--- src/rtl/funct_generator_pkg.sv ---
// Shared types and default sizes for the function generator controller.
package funct_generator_pkg;

    typedef enum logic [1:0] {
        IDLE  = 2'd0,
        CONFI = 2'd1,
        GEN   = 2'd2,
        DONE  = 2'd3
    } state_t;

    typedef enum logic {
        MODE_CONT    = 1'b0,
        MODE_ONESHOT = 1'b1
    } mode_t;

    localparam int NUM_CH_DEF = 2;
    localparam int DEPTH_DEF  = 256;
    localparam int DIV_W_DEF  = 16;

endpackage

--- src/rtl/funct_generator_chan.sv ---
// One waveform-address channel: rate prescaler, address counter,
// per-channel divider/mode configuration, wrap pulse and sticky done.
module funct_generator_chan
    import funct_generator_pkg::*;
#(
    parameter int DEPTH  = DEPTH_DEF,
    parameter int ADDR_W = $clog2(DEPTH),
    parameter int DIV_W  = DIV_W_DEF
) (
    input  logic              clk,
    input  logic              rst,
    input  logic              run,
    input  logic              cfg_we,
    input  logic [DIV_W-1:0]  cfg_div,
    input  mode_t             cfg_mode,
    input  logic              clr,
    output logic [ADDR_W-1:0] addr_o,
    output logic              wrap_o,
    output logic              done_o
);

    localparam logic [ADDR_W-1:0] LAST = ADDR_W'(DEPTH - 1);

    logic [DIV_W-1:0]  div_q,   div_d;
    logic [DIV_W-1:0]  presc_q, presc_d;
    mode_t             mode_q,  mode_d;
    logic [ADDR_W-1:0] addr_q,  addr_d;
    logic              wrap_q,  wrap_d;
    logic              done_q,  done_d;

    // Next-state: config write beats clear beats counting; wrap is a single-cycle pulse.
    always_comb begin
        div_d   = div_q;
        mode_d  = mode_q;
        presc_d = presc_q;
        addr_d  = addr_q;
        done_d  = done_q;
        wrap_d  = 1'b0;
        if (cfg_we) begin
            div_d   = cfg_div;
            mode_d  = cfg_mode;
            presc_d = '0;
            addr_d  = '0;
            done_d  = 1'b0;
        end else if (clr) begin
            presc_d = '0;
            addr_d  = '0;
            done_d  = 1'b0;
        end else if (run && !done_q) begin
            if (presc_q == div_q) begin
                presc_d = '0;
                if (mode_q == MODE_CONT) begin
                    if (addr_q == LAST) begin
                        addr_d = '0;
                        wrap_d = 1'b1;
                    end else begin
                        addr_d = addr_q + ADDR_W'(1);
                    end
                end else if (addr_q != LAST) begin
                    addr_d = addr_q + ADDR_W'(1);
                    done_d = ((addr_q + ADDR_W'(1)) == LAST);
                end
            end else begin
                presc_d = presc_q + DIV_W'(1);
            end
        end
    end

    // Channel state registers with synchronous active-low reset.
    always_ff @(posedge clk) begin
        if (!rst) begin
            div_q   <= '0;
            mode_q  <= MODE_CONT;
            presc_q <= '0;
            addr_q  <= '0;
            wrap_q  <= 1'b0;
            done_q  <= 1'b0;
        end else begin
            div_q   <= div_d;
            mode_q  <= mode_d;
            presc_q <= presc_d;
            addr_q  <= addr_d;
            wrap_q  <= wrap_d;
            done_q  <= done_d;
        end
    end

    assign addr_o = addr_q;
    assign wrap_o = wrap_q;
    assign done_o = done_q;

endmodule

--- src/rtl/funct_generator_ctrl.sv ---
// Multi-channel function generator controller: one shared sequencing FSM
// over NUM_CH independent address channels, configured by valid/ready words.
module funct_generator_ctrl
    import funct_generator_pkg::*;
#(
    parameter int NUM_CH = NUM_CH_DEF,
    parameter int DEPTH  = DEPTH_DEF,
    parameter int ADDR_W = $clog2(DEPTH),
    parameter int DIV_W  = DIV_W_DEF
) (
    input  logic                                       clk,
    input  logic                                       rst,
    input  logic                                       en_low_i,
    input  logic                                       conf_valid_i,
    output logic                                       conf_ready_o,
    input  logic [((NUM_CH > 1) ? $clog2(NUM_CH) : 1)-1:0] conf_ch_i,
    input  logic [DIV_W-1:0]                           conf_div_i,
    input  logic                                       conf_mode_i,
    output logic [NUM_CH*ADDR_W-1:0]                   addr_o,
    output logic [NUM_CH-1:0]                          gen_en_o,
    output logic [NUM_CH-1:0]                          wrap_o,
    output logic [NUM_CH-1:0]                          done_o,
    output logic                                       busy_o
);

    localparam int CH_W = (NUM_CH > 1) ? $clog2(NUM_CH) : 1;

    state_t            state_q,  state_d;
    logic [NUM_CH-1:0] gen_en_q, gen_en_d;
    logic              busy_q,   busy_d;
    logic              ready_q,  ready_d;

    logic [NUM_CH-1:0] chan_done;
    logic              all_done;
    logic              run;
    logic              clr;
    logic              accept;

    assign all_done = &chan_done;

    // Next state and registered outputs decoded from it; a pending config word always wins.
    always_comb begin
        state_d = state_q;
        case (state_q)
            IDLE: begin
                if (conf_valid_i)   state_d = CONFI;
                else if (!en_low_i) state_d = GEN;
            end
            CONFI: begin
                if (conf_valid_i)   state_d = CONFI;
                else if (!en_low_i) state_d = GEN;
                else                state_d = IDLE;
            end
            GEN: begin
                if (conf_valid_i)  state_d = CONFI;
                else if (en_low_i) state_d = IDLE;
                else if (all_done) state_d = DONE;
            end
            DONE: begin
                if (conf_valid_i)  state_d = CONFI;
                else if (en_low_i) state_d = IDLE;
            end
            default: state_d = IDLE;
        endcase
        busy_d   = (state_d == GEN);
        ready_d  = (state_d == CONFI);
        gen_en_d = (state_d == GEN) ? ~chan_done : '0;
    end

    // FSM state and control output registers.
    always_ff @(posedge clk) begin
        if (!rst) begin
            state_q  <= IDLE;
            gen_en_q <= '0;
            busy_q   <= 1'b0;
            ready_q  <= 1'b0;
        end else begin
            state_q  <= state_d;
            gen_en_q <= gen_en_d;
            busy_q   <= busy_d;
            ready_q  <= ready_d;
        end
    end

    // Channels advance only while GEN persists, so entering GEN and pausing both freeze addresses.
    assign run    = (state_q == GEN) && (state_d == GEN);
    assign clr    = (state_d == IDLE);
    assign accept = ready_q && conf_valid_i;

    for (genvar c = 0; c < NUM_CH; c++) begin : g_chan
        funct_generator_chan #(
            .DEPTH  (DEPTH),
            .ADDR_W (ADDR_W),
            .DIV_W  (DIV_W)
        ) u_chan (
            .clk      (clk),
            .rst      (rst),
            .run      (run),
            .cfg_we   (accept && (conf_ch_i == CH_W'(c))),
            .cfg_div  (conf_div_i),
            .cfg_mode (mode_t'(conf_mode_i)),
            .clr      (clr),
            .addr_o   (addr_o[c*ADDR_W +: ADDR_W]),
            .wrap_o   (wrap_o[c]),
            .done_o   (chan_done[c])
        );
    end

    assign conf_ready_o = ready_q;
    assign gen_en_o     = gen_en_q;
    assign busy_o       = busy_q;
    assign done_o       = chan_done;

endmodule

--- config.mk ---
export PLATFORM = sky130hd
export DESIGN_NAME = funct_generator_ctrl
export DESIGN_NICKNAME = d
export VERILOG_FILES = /design/src/rtl/funct_generator_pkg.sv /design/src/rtl/funct_generator_chan.sv /design/src/rtl/funct_generator_ctrl.sv
export SDC_FILE = /design/constraint.sdc
export NUM_CORES = 1
export LEC_CHECK = 0
export ABC_CLOCK_PERIOD_IN_PS = 2000
export CAP_MARGIN = 30
export CORE_MARGIN = 2
export CORE_UTILIZATION = 30
export CTS_CLUSTER_SIZE = 30
export DETAILED_ROUTE_END_ITERATION = 6
export GPL_ROUTABILITY_DRIVEN = 0
export PLACE_DENSITY = 0.49
export SYNTH_ARGS = -nofsm -noshare
export SYNTH_HDL_FRONTEND = slang
export SYNTH_SLANG_ARGS = --single-unit
export TNS_END_PERCENT = 100
--- constraint.sdc ---
create_clock -name clk -period 2 [get_ports clk]
set_input_delay 0.4 -clock clk [delete_from_list [all_inputs] [get_ports clk]]
set_output_delay 0.4 -clock clk [all_outputs]
set_load 0.01 [all_outputs]
==> flow_metrics.tcl <==
set metrics [dict create \
    status "finished, final reports clean" \
    critPathKind "primary input to flop" \
    drc 0 \
    yosys.area_share.simple 0.254 \
    rows 43 \
    syn_avg_cell_area_um2 8.39 \
    htree_levels 3 \
    min_period_ns 1.92 \
    drive_above_1_share 0.130 \
    yosysMostFrequentCell "nand2_1" \
    synthAdderAreaFrac 0.0175 \
    leakagePower_uw 0.00227 \
    r2r-start "g_chan[0].u_chan.presc_q[7]" \
    synthesis.nets 539 \
    finalNetCount 625 \
    crit_arrival_ns 2.19 \
    cp.buffers_inverters 2 \
    core_mm2 0.0139 \
    clockRootBuffer "clkbuf_16" \
    diodes 0 \
    wl_met3_um 438 \
    die_h_um 124 \
    final-max-slew-violation-count 0 \
    synth_top_cells_by_area "dfxtp_1, xor2_1, nand2_1" \
    boundaryPins 46 \
    path_cells "clkdlybuf4s50_1 > nor4b_4 > buf_4 > and2b_1 > and3_4 > nand2_1 > or3_1 > a21oi_1" \
    clk_latency_ns 0.34 \
    routed.top_layer "met4" \
    synth_mux_area_frac 0 \
    cts.path.max_buffers 2 \
    antenna_found_initial 0 \
    setup_viol 0 \
    r2r-end "g_chan[0].u_chan.addr_o[5]" \
    critical-path-max-stage-delay_ns 0.47 \
    hold_violations 0 \
    synth_top_family_by_area "simple AND/OR/NAND/NOR gates" \
    routedLengthMet1_um 5320 \
    p_total_uw 4030 \
    cap_viol_max_count 0 \
    synth_ff_type "dfxtp_1" \
    finalCritPeriodShare 0.958 \
    fin_setup_tns_ns 0 \
    synth_common_cells "nand2_1, dfxtp_1, nor2_1, xor2_1, a21boi_0" \
    vias 3745 \
    dp_hpwl_um 8010 \
    finClkSkew_ns 0.00904 \
    synth_compound_area_frac 0.139 \
    numCtsBuffers 9 \
    worst-path-stages 8 \
    detail-route-antenna-nets 0 \
    synth_seq_area_share 0.430 \
    track_usage 0.143 \
    fill_cells 1403 \
    vias_per_cell 4.80 \
    cp_max_fo 4 \
    cp_top_family "simple AND/OR/NAND/NOR gates" \
    drt-wirelength-per-cell_um 13.4 \
    min_path_cells 2 \
    slew_headroom 0.710 \
    clk_pin_slew_worst_paths_ns 0.06 \
    synth-edff-count 0 \
    required_ns 2.27 \
    synth_area_leader_cell "dfxtp_1" \
    synth_warnings 0 \
    register_area_mm2 0.00184 \
    dr.pass1.iters 4 \
    portBuffers 45 \
    min_delay_worst_endpoint "g_chan[1].u_chan.div_q[9]" \
    synth_async_sr_flop_share 0 \
    met2WireLength_um 4540 \
    grt_first_pass_wirelength_um 17000 \
    die_w_um 124 \
    wl_um 10500 \
    drtIter0Drc 215 \
    fmax_mhz 522 \
    min_from "g_chan[1].u_chan.div_q[9]" \
    cts-hold-fix-buffers 0 \
    synth_xor_area_frac 0.129 \
    grt_setup_unrepaired "false" \
    peakVddDrop_v 0.000421 \
    overflow 0 \
    syn_inst 511 \
    grt_pass1_vias 3594 \
    yosysTopAreaCellShare 0.430 \
    die_area_mm2 0.0153 \
    power_per_cell_area_mw_per_mm2 714 \
    cts.sinks 92 \
    r2r_slack_ns 0.15 \
    syn_to_final_growth_pct 31.7 \
    start_kind "primary input" \
    cp-end-kind "flop" \
    start_util 0.308 \
    cts_tree "yes" \
    min_path_type "flop to flop" \
    multiInputGateArea_mm2 0.00237 \
    yosys.cell_types.count 45 \
    netlist_area_mm2 0.00429 \
    hold-worst-slack_ns 0.476 \
    grt_max_degree 36 \
    critPathSlowestCell "clkdlybuf4s50_1" \
    worstMarginPinSlew_ns 0.434 \
    ys_ff_latch 92 \
    worstRegToRegCells 6 \
]
==> layout by cell type (no fill, tap or decap), types with 2 or more instances in the layout <==
cell type        instances
a211oi_1                 2
a21boi_0                35
a21oi_1                 17
a311oi_1                 4
a31oi_1                  3
a32o_1                   3
a41oi_1                  2
and2_1                   4
and2b_1                  2
and3_1                  11
and3_4                   2
and4_1                   3
buf_4                   49
bufinv_16                3
clkbuf_1                 2
clkbuf_16                9
clkdlybuf4s50_1         44
dfxtp_1                 92
ha_1                     5
inv_1                   10
nand2_1                102
nand2b_2                 2
nand3_1                 15
nand4_1                 10
nor2_1                  52
nor3_1                   8
nor4_1                  10
nor4_4                   2
o21ai_0                  8
o21ai_1                  2
or3_1                    3
xnor2_1                 14
xor2_1                  49
==> cells by family (layout without fill, tap and decap cells) <==
kind of cell | after synthesis | after routing
AO/OA/AOI/OAI | 86 | 86
flip-flops | 92 | 92
AND/OR/NAND/NOR | 234 | 234
XOR/XNOR | 63 | 63
adder cells (fa/ha/maj) | 6 | 6
buffers and inverters | 30 | 120
==> registers in the layout, indices dropped and copies added (netlist names) <==
| register | count |
|---|---|
| g_chan.u_chan.div_q | 32 |
| g_chan.u_chan.presc_q | 32 |
| g_chan.u_chan.addr_o | 16 |
| g_chan.u_chan.done_o | 2 |
| g_chan.u_chan.mode_q | 2 |
| g_chan.u_chan.wrap_o | 2 |
| gen_en_o | 2 |
| state_q | 2 |
| busy_o | 1 |
| conf_ready_o | 1 |
==> worst reg2reg max path, cell delays in order, from the launching register on <==
cell	delay, ns
dfxtp_1	0.36
xor2_1	0.16
nor4_1	0.31
nand4_1	0.25
nor2_4	0.21
a21oi_1	0.08
or3_1	0.37
==> layer usage <==
| layer | up-vias | GRT usage |
|---|---|---|
| li1 | 1917 | - |
| met1 | 1744 | 0.196 |
| met2 | 75 | 0.219 |
| met3 | 9 | 0.0258 |
| met4 | 0 | 0.0632 |
| met5 | - | 0 |
==> repair_timing <==
item                                    CTS  global route
buffers inserted                          0             0
pin swaps                                 2             4
gates resized for setup                   6             7
endpoints found under the setup margin    8            27
==> report_power, final <==
group | internal [uW] | switching [uW]
sequential | 1850 | 16.0
clock | 1220 | 701
combinational | 121 | 122
==> stage by stage <==
stage	setup slack, ns	cells	cell area (um2)	util
after global placement	-0.406	766	5260	0.377
after detailed placement	-0.443	766	5260	0.377
after CTS	0.00280	781	5620	0.404
after global routing	0.00470	781	5650	0.405
after floorplan	0.126	511	4290	-
final	0.0841	781	5650	0.405
==> area by class of cell <==
cell class | count | area share
Sequential cell | 92 | 0.326
Inverter | 10 | 0.00665
Tap cell | 180 | 0.0399
Clock buffer | 11 | 0.0412
Clock inverter | 4 | 0.0175
Timing Repair Buffer | 95 | 0.149
Multi-Input combinational cell | 389 | 0.420
==> worst max-delay path by stage <==
stage	startpoint	endpoint	slack [ns]
after CTS	conf_valid_i	g_chan[0].u_chan.presc_q[12]	0.003
after detailed placement	conf_valid_i	g_chan[0].u_chan.presc_q[15]	-0.44
after global placement	conf_valid_i	g_chan[0].u_chan.presc_q[13]	-0.41
final	conf_valid_i	g_chan[0].u_chan.presc_q[12]	0.08
after floorplan	g_chan[1].u_chan.addr_o[0]	g_chan[1].u_chan.addr_o[2]	0.13
after global routing	g_chan[0].u_chan.presc_q[7]	g_chan[0].u_chan.addr_o[4]	0.005
No activity file was read; power rests on OpenSTA's default activity.
